### src/rtl/bucket_issue_ctrl_pkg.sv
// -----------------------------------------------------------------------------
// bucket_issue_ctrl_pkg
// Shared definitions for the bucket issue controller:
//   - 96-bit element layout {hash[95:64], id[63:32], freq[31:0]}
//   - bucket index extraction from the hash field
//   - drain FSM state encoding
// -----------------------------------------------------------------------------
package bucket_issue_ctrl_pkg;

  localparam int ELEM_W   = 96;

  localparam int HASH_LSB = 64;
  localparam int HASH_MSB = 95;
  localparam int ID_LSB   = 32;
  localparam int ID_MSB   = 63;
  localparam int FREQ_LSB = 0;
  localparam int FREQ_MSB = 31;

  typedef logic [ELEM_W-1:0] elem_t;

  typedef enum logic [1:0] {
    RUN   = 2'd0,
    DRAIN = 2'd1,
    DONE  = 2'd2
  } drain_state_e;

  // Hash field shifted down by 'base'. The caller truncates the result to
  // its own index width, so this stays independent of RAM_PTR.
  function automatic logic [31:0] bucket_idx(input elem_t e, input int base);
    logic [31:0] h;
    h = e[HASH_MSB:HASH_LSB];
    return h >> base;
  endfunction

endpackage

### src/rtl/bucket_haz_window.sv
// -----------------------------------------------------------------------------
// bucket_haz_window
// Shift register of the last HAZ_DEPTH issue slots ({v, idx} per slot) with a
// parallel comparator for two query indices.
//
// Ports:
//   clk, rst       clock, synchronous active-high reset
//   in_v, in_idx   slot being issued this cycle (becomes entry 0 next cycle,
//                  which therefore mirrors the output register)
//   q0_idx, q1_idx query indices (one per requester)
//   q0_conflict    q0_idx matches a valid entry
//   q1_conflict    q1_idx matches a valid entry
//   empty          no entry holds a valid slot
// -----------------------------------------------------------------------------
module bucket_haz_window #(
  parameter int RAM_PTR   = 10,
  parameter int HAZ_DEPTH = 4
) (
  input  logic               clk,
  input  logic               rst,
  input  logic               in_v,
  input  logic [RAM_PTR-1:0] in_idx,
  input  logic [RAM_PTR-1:0] q0_idx,
  input  logic [RAM_PTR-1:0] q1_idx,
  output logic               q0_conflict,
  output logic               q1_conflict,
  output logic               empty
);

  typedef struct packed {
    logic               v;
    logic [RAM_PTR-1:0] idx;
  } entry_t;

  entry_t win [HAZ_DEPTH];

  always_ff @(posedge clk) begin
    if (rst) begin
      for (int i = 0; i < HAZ_DEPTH; i++) begin
        win[i] <= '0;
      end
    end else begin
      // NOTE: non-blocking assignments make every stage read the pre-edge
      // value of its neighbour, which is what turns this into a shift register.
      win[0] <= '{v: in_v, idx: in_idx};
      for (int i = 1; i < HAZ_DEPTH; i++) begin
        win[i] <= win[i-1];
      end
    end
  end

  always_comb begin
    // NOTE: every output gets a default before the loop so no path leaves
    // it unassigned, which would otherwise infer a latch.
    q0_conflict = 1'b0;
    q1_conflict = 1'b0;
    empty       = 1'b1;
    for (int i = 0; i < HAZ_DEPTH; i++) begin
      if (win[i].v) begin
        empty = 1'b0;
        if (win[i].idx == q0_idx) q0_conflict = 1'b1;
        if (win[i].idx == q1_idx) q1_conflict = 1'b1;
      end
    end
  end

endmodule

### src/rtl/bucket_issue_ctrl.sv
// -----------------------------------------------------------------------------
// bucket_issue_ctrl
// Admission controller / arbiter in front of one part_1 bucket stage. Merges
// new elements (req0) and re-entering evicted elements (req1), issues at most
// one element per cycle, and holds back any element whose bucket index is
// still inside the read-modify-write window of the bucket RAM.
//
// Ports:
//   clk, rst                  clock, synchronous active-high reset
//   req0_hash_e_f/valid/ready new element stream (ready = granted this cycle)
//   req1_hash_e_f/valid/ready re-entering element stream
//   hash_e_f, valid           registered one-cycle issue pulse to part_1
//   drain_req                 level: stop admission and empty the pipeline
//   drain_done                high while the stage is drained
//   issue_cnt                 saturating count of issued elements
//   stall_cnt                 saturating count of cycles with a valid but
//                             ungranted requester
// -----------------------------------------------------------------------------
module bucket_issue_ctrl
  import bucket_issue_ctrl_pkg::*;
#(
  parameter int RAM_PTR   = 10,
  parameter int HASH_BASE = 0,
  parameter int HAZ_DEPTH = 4,
  parameter int CNT_W     = 32
) (
  input  logic              clk,
  input  logic              rst,
  input  logic [ELEM_W-1:0] req0_hash_e_f,
  input  logic              req0_valid,
  output logic              req0_ready,
  input  logic [ELEM_W-1:0] req1_hash_e_f,
  input  logic              req1_valid,
  output logic              req1_ready,
  output logic [ELEM_W-1:0] hash_e_f,
  output logic              valid,
  input  logic              drain_req,
  output logic              drain_done,
  output logic [CNT_W-1:0]  issue_cnt,
  output logic [CNT_W-1:0]  stall_cnt
);

  logic [RAM_PTR-1:0] idx0;
  logic [RAM_PTR-1:0] idx1;
  logic [RAM_PTR-1:0] issue_idx;
  elem_t              issue_data;

  logic conf0, conf1, win_empty;
  logic run_en;
  logic elig0, elig1, contested;
  logic gnt0, gnt1, gnt_any;
  logic stall_evt;
  logic rr;  // 0: req0 wins the next contested cycle, 1: req1 wins

  drain_state_e state, state_next;

  assign idx0 = RAM_PTR'(bucket_idx(req0_hash_e_f, HASH_BASE));
  assign idx1 = RAM_PTR'(bucket_idx(req1_hash_e_f, HASH_BASE));

  bucket_haz_window #(
    .RAM_PTR   (RAM_PTR),
    .HAZ_DEPTH (HAZ_DEPTH)
  ) u_haz_window (
    .clk         (clk),
    .rst         (rst),
    .in_v        (gnt_any),
    .in_idx      (issue_idx),
    .q0_idx      (idx0),
    .q1_idx      (idx1),
    .q0_conflict (conf0),
    .q1_conflict (conf1),
    .empty       (win_empty)
  );

  // ---------------------------------------------------------------------------
  // Drain FSM
  // ---------------------------------------------------------------------------
  always_ff @(posedge clk) begin
    if (rst) state <= RUN;
    else     state <= state_next;
  end

  always_comb begin
    state_next = state;
    unique case (state)
      RUN:     if (drain_req) state_next = DRAIN;
      // Dropping drain_req wins over completion: the stage simply resumes.
      DRAIN:   if (!drain_req)             state_next = RUN;
               else if (!valid && win_empty) state_next = DONE;
      DONE:    if (!drain_req) state_next = RUN;
      default: state_next = RUN;
    endcase
  end

  // Admission is gated by rst as well so readies stay low while reset is
  // asserted, even before the first reset edge has settled the state.
  always_comb begin
    run_en     = (state == RUN) && !rst;
    drain_done = (state == DONE);
  end

  // ---------------------------------------------------------------------------
  // Arbitration
  // ---------------------------------------------------------------------------
  assign elig0     = run_en && req0_valid && !conf0;
  assign elig1     = run_en && req1_valid && !conf1;
  assign contested = elig0 && elig1;

  // Two eligible requesters can share an index; granting only one of them
  // puts that index into the window, so the loser conflicts from next cycle.
  assign gnt0    = contested ? !rr : elig0;
  assign gnt1    = contested ?  rr : elig1;
  assign gnt_any = gnt0 || gnt1;

  assign req0_ready = gnt0;
  assign req1_ready = gnt1;

  always_comb begin
    issue_data = '0;
    issue_idx  = '0;
    if (gnt0) begin
      issue_data = req0_hash_e_f;
      issue_idx  = idx0;
    end else if (gnt1) begin
      issue_data = req1_hash_e_f;
      issue_idx  = idx1;
    end
  end

  always_ff @(posedge clk) begin
    if (rst)            rr <= 1'b0;
    else if (contested) rr <= ~rr;
  end

  // ---------------------------------------------------------------------------
  // Output register: one-cycle pulse per element, zero data on bubbles
  // ---------------------------------------------------------------------------
  always_ff @(posedge clk) begin
    if (rst) begin
      valid    <= 1'b0;
      hash_e_f <= '0;
    end else begin
      valid    <= gnt_any;
      hash_e_f <= issue_data;
    end
  end

  // ---------------------------------------------------------------------------
  // Saturating statistics
  // ---------------------------------------------------------------------------
  assign stall_evt = (req0_valid && !gnt0) || (req1_valid && !gnt1);

  always_ff @(posedge clk) begin
    if (rst) begin
      issue_cnt <= '0;
      stall_cnt <= '0;
    end else begin
      if (gnt_any && (issue_cnt != '1))   issue_cnt <= issue_cnt + 1'b1;
      if (stall_evt && (stall_cnt != '1)) stall_cnt <= stall_cnt + 1'b1;
    end
  end

endmodule

### config.mk
export PLATFORM = sky130hd
export DESIGN_NAME = bucket_issue_ctrl
export DESIGN_NICKNAME = d
export VERILOG_FILES = /design/src/rtl/bucket_issue_ctrl_pkg.sv /design/src/rtl/bucket_haz_window.sv /design/src/rtl/bucket_issue_ctrl.sv
export SDC_FILE = /design/constraint.sdc
export NUM_CORES = 1
export LEC_CHECK = 0
export BUFFER_PORTS_ARGS = -buffer_cell sky130_fd_sc_hd__buf_2
export CAP_MARGIN = 20
export CORE_ASPECT_RATIO = 0.75
export CORE_MARGIN = 5
export CORE_UTILIZATION = 40
export CTS_BUF_LIST = sky130_fd_sc_hd__clkbuf_2
export DETAILED_ROUTE_END_ITERATION = 8
export PLACE_DENSITY = 0.79
export SYNTH_ARGS = -nofsm -noshare
export SYNTH_HDL_FRONTEND = slang
export SYNTH_SLANG_ARGS = --single-unit
### constraint.sdc
create_clock -name clk -period 2.5 [get_ports clk]
set_clock_uncertainty 0.1 [all_clocks]
set_input_delay 0.125 -clock clk [delete_from_list [all_inputs] [get_ports clk]]
set_output_delay 0.125 -clock clk [all_outputs]
set_load 0.01 [all_outputs]
==> results.rst, run 1 <==
.. list-table::
   :header-rows: 1

   * - Metric
     - Value
   * - Result of the run
     - stopped before the end
   * - Stage reached
     - 4_1_cts
   * - Err
     - [ERROR RSZ-0060] Max buffer count reached.
   * - Synth Warn #
     - 0
   * - Post-synthesis adder-cell area fraction
     - 0.002904
   * - Combinational family with the most area after synthesis
     - simple AND/OR/NAND/NOR gates
   * - Part of the Yosys area used for sequential elements
     - 0.4576
   * - Inserted Clock Buffers
     - 17
   * - Number of H-tree levels
     - 4
   * - Most frequent cell after synthesis
     - sky130_fd_sc_hd__nand2_1
   * - Initial cell density of the core
     - 0.4069
   * - Maximum number of buffers from clock root to sink
     - 2
   * - Largest area contributor in the synthesized netlist
     - sky130_fd_sc_hd__dfxtp_1
   * - Total setup buffers inserted after CTS
     - 30
   * - Proportion of register bits with asynchronous set or reset after synthesis
     - 0
   * - Weighted congestion at the end of routability-driven global placement
     - 0.9308
   * - Cts-stage hold buffer count
     - 351
   * - Clock net sink count
     - 197
   * - Basic-gate share of the synthesized area counting and, or, nand and nor cells
     - 0.3113
   * - Main synth FF type
     - sky130_fd_sc_hd__dfxtp_1
   * - Net count after synthesis
     - 1217
   * - Cell area after technology mapping
     - 8618 sq um
   * - Cell types with the highest counts after synthesis
     - sky130_fd_sc_hd__nand2_1 (211), sky130_fd_sc_hd__dfxtp_1 (197), sky130_fd_sc_hd__nand3_1 (123), sky130_fd_sc_hd__xnor2_1 (89), sky130_fd_sc_hd__nor2_1 (42)
   * - Post-synth top area share
     - 0.4576
   * - PortBufs
     - 360
   * - Count of different cell masters after synthesis
     - 49
   * - Average instance area after synthesis
     - 8.466 sq um
   * - Resized cells post-CTS
     - 89
   * - Count of flip-flops with a built-in enable after synthesis
     - 0
   * - Cells taking the most area after synthesis
     - sky130_fd_sc_hd__dfxtp_1 (46%), sky130_fd_sc_hd__nand2_1 (9.2%), sky130_fd_sc_hd__xnor2_1 (9.0%)
   * - Fraction of synthesized cell area in xor and xnor cells
     - 0.1077
   * - Share of the synthesized area in compound gates (AO/OA/AOI/OAI)
     - 0.05343
   * - Row cnt
     - 46
   * - Estimated wirelength of the detail-placed design
     - 22840 um
   * - Horizontal die dimension
     - 179.5 um
   * - CTS Root Cell
     - sky130_fd_sc_hd__clkbuf_2
   * - Yosys reg bits
     - 197
   * - Die outline height
     - 137.1 um
   * - Post-Synthesis Cells
     - 1018
   * - Number of placed I/O pins
     - 361
   * - Placed cell count
     - 1686
   * - Post-synthesis mux area share
     - 0.01234
[kinds of logic after synthesis]
logic type | count (synthesis)
and+or+nand+nor | 543
adders and majority gates | 2
muxes | 8
AOI/OAI and AO/OA | 69
buffers and inverters | 93
DFF | 197
xor gates and xnor gates | 106
[metrics by stage]
stage               setup TNS, ns  worst slack [ns]  area [sq um]
floorplan                       0          0.003047          8693
global placement           -4.490           -0.2267         11240
detailed placement         -6.093           -0.2034         11240
==> run 2, diff against run 1 <==
CORE_ASPECT_RATIO = unset   (was 0.75)
CORE_UTILIZATION = 25   (was 40)
CTS_BUF_LIST = unset   (was sky130_fd_sc_hd__clkbuf_2)
PLACE_DENSITY = unset   (was 0.79)
PLACE_DENSITY_LB_ADDON = 0.15   (was unset)
clock period = 3.25 ns   (was 2.5 ns; I/O delays follow)
==> run 2 against run 1 <==
Synthesized cell count is the same. The run now ends clean. Area after synthesis is the same.
==> results.rst, run 2 <==
.. list-table::
   :header-rows: 1

   * - Metric
     - Value
   * - Worst endpoint required time
     - 3.47 ns
   * - Initial cell density of the core
     - 0.2514 (was 0.4069)
   * - Maximum number of buffers from clock root to sink
     - 2 (unchanged)
   * - Worst endpoint data arrival time
     - 3.24 ns
   * - Sink of the worst hold path
     - valid
   * - Final-report hold violation count
     - 0
   * - Worst path top cell family by delay
     - buffers and inverters
   * - Largest net degree at the start of global routing
     - 97
   * - Slack of the critical path
     - 0.2290 ns
   * - Number of H-tree levels
     - 4 (unchanged)
   * - Minimum setup slack among reg-to-reg paths
     - 0.30 ns
   * - Post-synth top area share
     - 0.4576 (unchanged)
   * - Share of the core filled with cells in the final layout
     - 0.3925
   * - Category of the critical setup timing path
     - in2reg
   * - Ratio of routed vias to standard cells
     - 4.474
   * - Cell area after technology mapping
     - 8618 sq um (unchanged)
   * - Share of layout cells above drive strength 1
     - 0.2807
   * - CTS clk-pin slew, worst paths
     - 0.07 ns
   * - Number of cells on the worst reg-to-reg path
     - 9
   * - Part of the Yosys area used for sequential elements
     - 0.4576 (unchanged)
   * - Reg with most FFs
     - hash_e_f
   * - Origin of the critical flop-to-flop path
     - hash_e_f[73]
   * - Critical Path Slowest Stage Cell
     - sky130_fd_sc_hd__dlygate4sd3_1
   * - Post-Synthesis Cells
     - 1018 (unchanged)
   * - Sequential cell area
     - 3944 sq um
   * - Number of filler instances in the final layout
     - 3501
   * - Horizontal die dimension
     - 195.7 um (was 179.5 um)
   * - Reported leakage power
     - 6.226 nW
   * - CTS tree
     - yes
   * - Row cnt
     - 68 (was 46)
   * - Grt ovf
     - 0
   * - Most frequent cell after synthesis
     - sky130_fd_sc_hd__nand2_1 (unchanged)
   * - Vias in the first global route
     - 9016
   * - Max Slew Vio Count
     - 0
   * - Main synth FF type
     - sky130_fd_sc_hd__dfxtp_1 (unchanged)
   * - Clock net sink count
     - 197 (unchanged)
   * - Antenna Violating Nets Remaining
     - 0
   * - Initial DRC Count
     - 299
   * - Share of the clock period used by the worst path
     - 0.9295
   * - Power density of the placed cells
     - 435.5 nW/um^2
   * - Die area
     - 38290 sq um
   * - Setup Total Neg Slack
     - 0 ns
   * - PortBufs
     - 360 (unchanged)
   * - Worst slack on hold paths
     - 0.06523 ns
   * - CTS Root Cell
     - sky130_fd_sc_hd__clkbuf_16 (was sky130_fd_sc_hd__clkbuf_2)
   * - Worst min-delay path startpoint
     - req0_valid
   * - Flip-flop count of the largest register after layout
     - 96
   * - Post-layout instance count excluding filler cells
     - 2007
   * - Area after detailed placement
     - 10770 sq um (was 11240 sq um)
   * - Category of the worst setup path capture point
     - flip-flop
   * - Largest area contributor in the synthesized netlist
     - sky130_fd_sc_hd__dfxtp_1 (unchanged)
   * - Placed cell count
     - 1774 (was 1686)
   * - Average instance area after synthesis
     - 8.466 sq um (unchanged)
   * - Max_slew headroom
     - 0.4666
   * - Count of different cell masters after synthesis
     - 49 (unchanged)
   * - Wire length of the first global-routing pass
     - 50310 um
   * - Worst reg2reg endpoint
     - hash_e_f[38]
   * - Inserted Clock Buffers
     - 17 (unchanged)
   * - Post-route minimum period
     - 3.021 ns
   * - Die outline height
     - 195.7 um (was 137.1 um)
   * - Net count after synthesis
     - 1217 (unchanged)
   * - Estimated wirelength of the detail-placed design
     - 22910 um (was 22840 um)
   * - Commonest non-fill, non-tap cells in the layout
     - sky130_fd_sc_hd__buf_2 (359), sky130_fd_sc_hd__nand2_1 (211), sky130_fd_sc_hd__dfxtp_1 (197), sky130_fd_sc_hd__dlygate4sd3_1 (194), sky130_fd_sc_hd__nand3_1 (123)
   * - Maximum net fanout on the critical path
     - 36
   * - Final layout net count
     - 1733
   * - Fmax achieved
     - 331.0 MHz
   * - Via total after detailed routing
     - 8980
   * - Power Total
     - 5.861 mW
   * - Type of the most critical hold path
     - in2reg
   * - Yosys reg bits
     - 197 (unchanged)
   * - Clk Latency, worst-skew pair
     - 0.44 ns
   * - Cells taking the most area after synthesis
     - sky130_fd_sc_hd__dfxtp_1 (46%), sky130_fd_sc_hd__nand2_1 (9.2%), sky130_fd_sc_hd__xnor2_1 (9.0%) (unchanged)
   * - Weighted congestion at the end of routability-driven global placement
     - 0.8209 (was 0.9308)
   * - Cell types with the highest counts after synthesis
     - sky130_fd_sc_hd__nand2_1 (211), sky130_fd_sc_hd__dfxtp_1 (197), sky130_fd_sc_hd__nand3_1 (123), sky130_fd_sc_hd__xnor2_1 (89), sky130_fd_sc_hd__nor2_1 (42) (unchanged)
   * - Initial antenna violation count
     - 9
   * - Global-route usage over all layers
     - 0.1645
   * - Post-detailed-route wirelength per cell
     - 16.72 um
   * - Synth Warn #
     - 0 (unchanged)
   * - Pre-CTS setup slack
     - 0.2832 ns (was -0.2034 ns)
   * - Number of placed I/O pins
     - 361 (unchanged)
   * - Max-capacitance violation count
     - 0
   * - Detailed-routing iteration count for the pre-antenna-repair pass
     - 4
   * - Tightest Pin Transition
     - 0.8001 ns
   * - Result of the run
     - completed (was stopped before the end)
   * - Number of cells on the worst hold path
     - 4
   * - RSZ-0062 raised after global routing
     - no
   * - Largest registers
     - hash_e_f (96), u_haz_window.win (33)
   * - List of cells traversed by the critical path
     - dlygate4sd3_1 > buf_2 > xor2_1 > nor4_2 > nand4_1 > o2111ai_2 > buf_4 > a21o_4 > inv_4 > buf_16 > nand2_1 > nand2_1 > dlygate4sd3_1
   * - Most common cell after layout, fill and taps aside
     - sky130_fd_sc_hd__buf_2
   * - CP Buf/Inv Count
     - 6
   * - Final design area excluding fillers
     - 13460 sq um
   * - Routed wire length
     - 33560 um
   * - Critical Path Source Type
     - input port
   * - Relative area change from synthesis to final layout
     - 56.16%
   * - Proportion of register bits with asynchronous set or reset after synthesis
     - 0 (unchanged)
   * - IR Drop Worst-Case VDD
     - 0.3553 mV
   * - Core area
     - 34290 sq um
   * - Multi-input gate area
     - 4224 sq um
   * - # DRC
     - 0
   * - Maximum single-stage delay on the critical path
     - 0.55 ns
   * - Count of final setup violators
     - 0
   * - Count of flip-flops with a built-in enable after synthesis
     - 0 (unchanged)
==> run 2: cell counts after synthesis <==
Identical to the previous run, type by type.
==> run 2: layout make-up <==
cell class                      count  area share
Inverter                           13    0.003812
Clock inverter                      9     0.01218
Timing Repair Buffer              577      0.2977
Antenna cell                        6    0.001116
Clock buffer                       22     0.03598
Multi-Input combinational cell    728      0.3139
Sequential cell                   197      0.2930
Tap cell                          455     0.04230
==> run 2: worst reg2reg max path, cell delays in order (launching register included) <==
cell,delay [ns]
sky130_fd_sc_hd__dfxtp_1,0.46
sky130_fd_sc_hd__xnor2_1,0.13
sky130_fd_sc_hd__nand3_1,0.10
sky130_fd_sc_hd__nor3_1,0.06
sky130_fd_sc_hd__nor3_2,0.22
sky130_fd_sc_hd__and4_4,0.30
sky130_fd_sc_hd__buf_4,0.57
sky130_fd_sc_hd__nand3_1,0.30
sky130_fd_sc_hd__nand2_1,0.11
sky130_fd_sc_hd__dlygate4sd3_1,0.55
==> run 2: what timing repair did <==
item | in CTS | in global routing
resized for setup | 0 | 6
endpoints found under the setup margin | 0 | 96
endpoints found under the hold margin | 99 | 0
hold buffers | 194 | 0
buffers inserted | 0 | 0
==> run 2: report_power, final <==
part           switching, mW  internal [mW]  total (mW)
Combinational          0.444          0.483       0.927
Clock                  0.974           1.38        2.35
Sequential            0.0589           2.52        2.58
Total                   1.48           4.38        5.86
==> run 2: how the worst max path moves through the flow <==
| stage | from | to | cells past startpoint |
|---|---|---|---|
| final | req0_hash_e_f[69] | hash_e_f[15] | 13 |
| after global routing | req0_hash_e_f[69] | hash_e_f[2] | 13 |
| after CTS | req0_hash_e_f[68] | hash_e_f[38] | 12 |
| after detailed placement | hash_e_f[73] | stall_cnt[18] | 10 |
| after global placement | hash_e_f[73] | stall_cnt[31] | 10 |
| after floorplan | stall_cnt[3] | stall_cnt[25] | 10 |
==> run 2: routing by layer <==
metal | GRT usage | wire length (um)
met4 | 0.06439 | 920
met3 | 0.04139 | 2028
met5 | 0 | 7
met2 | 0.2785 | 16240
met1 | 0.2010 | 14360
==> run 2: cell families after synthesis <==
| family | Yosys count | share of synthesized area |
|---|---|---|
| flops | 197 | 0.4576 |
| compound gates | 69 | 0.05343 |
| simple gates | 543 | 0.3113 |
| fa+ha+maj | 2 | 0.002903 |
| mux | 8 | 0.01234 |
| buf+inv | 93 | 0.05473 |
| xor+xnor | 106 | 0.1077 |
Note: power is estimated with default switching activity, not from simulation.
==> run 3, diff against run 2 <==
clock period = 2.7 ns   (was 3.25 ns; I/O delays follow)
==> run 3 against run 2 <==
The flow now finishes with violations (setup timing). Global-route usage grew 0.69 points. Die area is the same. Via count grew 3.7%. Non-clock buffer count grew 72. Utilization grew 3.0 points. Routed wire length grew 3.2%. Register-to-register slack lost 0.34 ns. Sequential share of layout area shrank 1.8 points. Design area grew 7.6%. Worst setup slack lost 0.27 ns. Final cell count grew 3.5%. Largest power group unchanged.
==> results.rst, run 3 (synthesis gave the netlist of run 2 again) <==
.. list-table::
   :header-rows: 1

   * - Metric
     - Value
   * - Result of the run
     - finished with violations (was completed)
   * - Failing checks
     - setup timing
   * - Initial antenna violation count
     - 9 (unchanged)
   * - Core area
     - 34290 sq um (unchanged)
   * - Area after detailed placement
     - 11310 sq um (was 10770 sq um)
   * - Flip-flop count of the largest register after layout
     - 96 (unchanged)
   * - CTS tree
     - yes (unchanged)
   * - Max-capacitance violation count
     - 0 (unchanged)
   * - Critical Path Source Type
     - input port (unchanged)
   * - Vias in the first global route
     - 9258 (was 9016)
   * - Detailed-routing iteration count for the pre-antenna-repair pass
     - 5 (was 4)
   * - Via total after detailed routing
     - 9314 (was 8980)
   * - Power density of the placed cells
     - 500.2 nW/um^2 (was 435.5 nW/um^2)
   * - Weighted congestion at the end of routability-driven global placement
     - 0.8565 (was 0.8209)
   * - Antenna Violating Nets Remaining
     - 0 (unchanged)
   * - Origin of the critical flop-to-flop path
     - u_haz_window.win[1][4] (was hash_e_f[73])
   * - Minimum setup slack among reg-to-reg paths
     - -0.04 ns (was 0.30 ns)
   * - Estimated wirelength of the detail-placed design
     - 24010 um (was 22910 um)
   * - Commonest non-fill, non-tap cells in the layout
     - sky130_fd_sc_hd__buf_2 (356), sky130_fd_sc_hd__nand2_1 (211), sky130_fd_sc_hd__dlygate4sd3_1 (192), sky130_fd_sc_hd__dfxtp_1 (174), sky130_fd_sc_hd__nand3_1 (123) (was sky130_fd_sc_hd__buf_2 (359), sky130_fd_sc_hd__nand2_1 (211), sky130_fd_sc_hd__dfxtp_1 (197), sky130_fd_sc_hd__dlygate4sd3_1 (194), sky130_fd_sc_hd__nand3_1 (123))
   * - Max Slew Vio Count
     - 0 (unchanged)
   * - Relative area change from synthesis to final layout
     - 68.06% (was 56.16%)
   * - Clk Latency, worst-skew pair
     - 0.44 ns (about the same)
   * - Most common cell after layout, fill and taps aside
     - sky130_fd_sc_hd__buf_2 (unchanged)
   * - List of cells traversed by the critical path
     - dlygate4sd3_1 > buf_4 > xnor2_2 > nand4_1 > or3_4 > and4_4 > a21o_4 > a32oi_4 > clkbuf_16 > buf_12 > nor3_2 > mux2_4 (was dlygate4sd3_1 > buf_2 > xor2_1 > nor4_2 > nand4_1 > o2111ai_2 > buf_4 > a21o_4 > inv_4 > buf_16 > nand2_1 > nand2_1 > dlygate4sd3_1)
   * - Largest net degree at the start of global routing
     - 74 (was 97)
   * - Largest registers
     - hash_e_f (96), u_haz_window.win (33) (unchanged)
   * - Sink of the worst hold path
     - valid (unchanged)
   * - Horizontal die dimension
     - 195.7 um (unchanged)
   * - Category of the critical setup timing path
     - in2reg (unchanged)
   * - Slack of the critical path
     - -0.03933 ns (was 0.2290 ns)
   * - Critical Path Slowest Stage Cell
     - sky130_fd_sc_hd__dlygate4sd3_1 (unchanged)
   * - Row cnt
     - 68 (unchanged)
   * - Number of placed I/O pins
     - 361 (unchanged)
   * - Worst endpoint required time
     - 2.93 ns (was 3.47 ns)
   * - Inserted Clock Buffers
     - 17 (unchanged)
   * - PortBufs
     - 360 (unchanged)
   * - Share of the clock period used by the worst path
     - 1.015
   * - Number of cells on the worst reg-to-reg path
     - 10 (was 9)
   * - Final-report hold violation count
     - 0 (unchanged)
   * - Maximum number of buffers from clock root to sink
     - 2 (unchanged)
   * - Worst endpoint data arrival time
     - 2.97 ns (was 3.24 ns)
   * - Number of H-tree levels
     - 4 (unchanged)
   * - Number of cells on the worst hold path
     - 4 (unchanged)
   * - CTS clk-pin slew, worst paths
     - 0.07 ns (about the same)
   * - Category of the worst setup path capture point
     - flip-flop (unchanged)
   * - Die area
     - 38290 sq um (unchanged)
   * - Initial cell density of the core
     - 0.2514 (unchanged)
   * - Share of layout cells above drive strength 1
     - 0.3539 (was 0.2807)
   * - Grt ovf
     - 0 (unchanged)
   * - Worst min-delay path startpoint
     - req1_valid (was req0_valid)
   * - Global-route usage over all layers
     - 0.1714 (was 0.1645)
   * - Reg with most FFs
     - hash_e_f (unchanged)
   * - Maximum single-stage delay on the critical path
     - 0.55 ns (about the same)
   * - Die outline height
     - 195.7 um (unchanged)
   * - IR Drop Worst-Case VDD
     - 0.4455 mV (was 0.3553 mV)
   * - Initial DRC Count
     - 354 (was 299)
   * - Worst reg2reg endpoint
     - stall_cnt[25] (was hash_e_f[38])
   * - Tightest Pin Transition
     - 0.8253 ns (was 0.8001 ns)
   * - Maximum net fanout on the critical path
     - 8 (was 36)
   * - CTS Root Cell
     - sky130_fd_sc_hd__clkbuf_16 (unchanged)
   * - Final design area excluding fillers
     - 14480 sq um (was 13460 sq um)
   * - Count of final setup violators
     - 2 (was 0)
   * - Clock net sink count
     - 197 (unchanged)
   * - Fmax achieved
     - 365.1 MHz
   * - Post-route minimum period
     - 2.739 ns
   * - Ratio of routed vias to standard cells
     - 4.482 (was 4.474)
   * - Post-detailed-route wirelength per cell
     - 16.66 um (was 16.72 um)
   * - Reported leakage power
     - 6.616 nW (was 6.226 nW)
   * - Wire length of the first global-routing pass
     - 52250 um (was 50310 um)
   * - Type of the most critical hold path
     - in2reg (unchanged)
   * - Final layout net count
     - 1805 (was 1733)
   * - Pre-CTS setup slack
     - -0.01595 ns (was 0.2832 ns)
   * - RSZ-0062 raised after global routing
     - yes (was no)
   * - Max_slew headroom
     - 0.4498 (was 0.4666)
   * - Routed wire length
     - 34630 um (was 33560 um)
   * - Worst slack on hold paths
     - 0.03932 ns (was 0.06523 ns)
   * - # DRC
     - 0 (unchanged)
## run 3: cell types whose count changed in the layout (fill, tap and decap cells not counted), sizes merged
cell / delta
inv: -1
buf: +70
dlymetal6s4s: +1
bufbuf: +1
dlygate4sd3: -2
bufinv: +2
clkinv: +2
diode: -2
## run 3: per-layer routing
layer | global-route usage | up-vias | wire length, um
met5 | 0 | - | 30
met4 | 0.06749 | 6 | 1167
met3 | 0.04396 | 57 | 2090
met2 | 0.2947 | 299 | 17050
met1 | 0.2049 | 4343 | 14290
li1 | - | 4609 | -
## run 3: timing repair
item | 4_1_cts | 5_1_grt
pin swaps | 7 | 46
buffers inserted | 1 | 8
gates cloned | 1 | 5
gates resized for setup | 28 | 61
hold buffers | 193 | 0
hold endpoints to repair | 99 | 0
setup endpoints to repair | 14 | 46
## run 3: worst max path at each step
stage | from | end | slack, ns | depth (start not counted)
finish | req1_hash_e_f[71] | stall_cnt[25] | -0.04 | 12
floorplan | stall_cnt[4] | stall_cnt[25] | 0.01 | 10
global placement | hash_e_f[66] | stall_cnt[5] | -0.05 | 13
global route | req0_hash_e_f[65] | stall_cnt[25] | -0.07 | 14
detailed placement | req0_hash_e_f[70] | stall_cnt[28] | -0.02 | 15
CTS | hash_e_f[65] | req0_ready | -0.008 | 10
## run 3: stage by stage
stage / setup TNS (ns) / instances / power [mW] / util
global route: -0.7168 / 2078 / 7.572 / 0.4224
detailed placement: -0.03321 / 1837 / 4.074 / 0.3299
floorplan: 0 / 1018 / 3.621 / -
CTS: -0.02198 / 2064 / 7.300 / 0.4097
finish: -0.06879 / 2078 / 7.245 / 0.4224
global placement: -0.2713 / 1837 / 4.076 / 0.3299
## run 3: worst max-delay path, delay by kind of cell
kind / cells / cell delay, ns
and+or+nand+nor: 4 / 0.78
muxes: 1 / 0.29
xor gates and xnor gates: 1 / 0.12
buffers and inverters: 4 / 1.07
AOI/OAI and AO/OA: 2 / 0.56
## run 3: layout make-up
type                            instances  area [sq um]
Antenna cell                            4         10.01
Clock buffer                           20         436.7
Clock inverter                         12         224.0
Fill cell                            3394         19800
Inverter                               13         61.31
Multi-Input combinational cell        728          4521
Sequential cell                       197          3978
Tap cell                              455         569.3
Timing Repair Buffer                  649          4684
## run 3: where the power goes
group,total (mW),internal [mW],leakage [nW],switching (mW)
registers,3.11,3.04,1.62,0.0726
clock network,2.92,1.75,0.324,1.18
logic,1.21,0.639,4.67,0.570
total,7.24,5.43,6.62,1.82
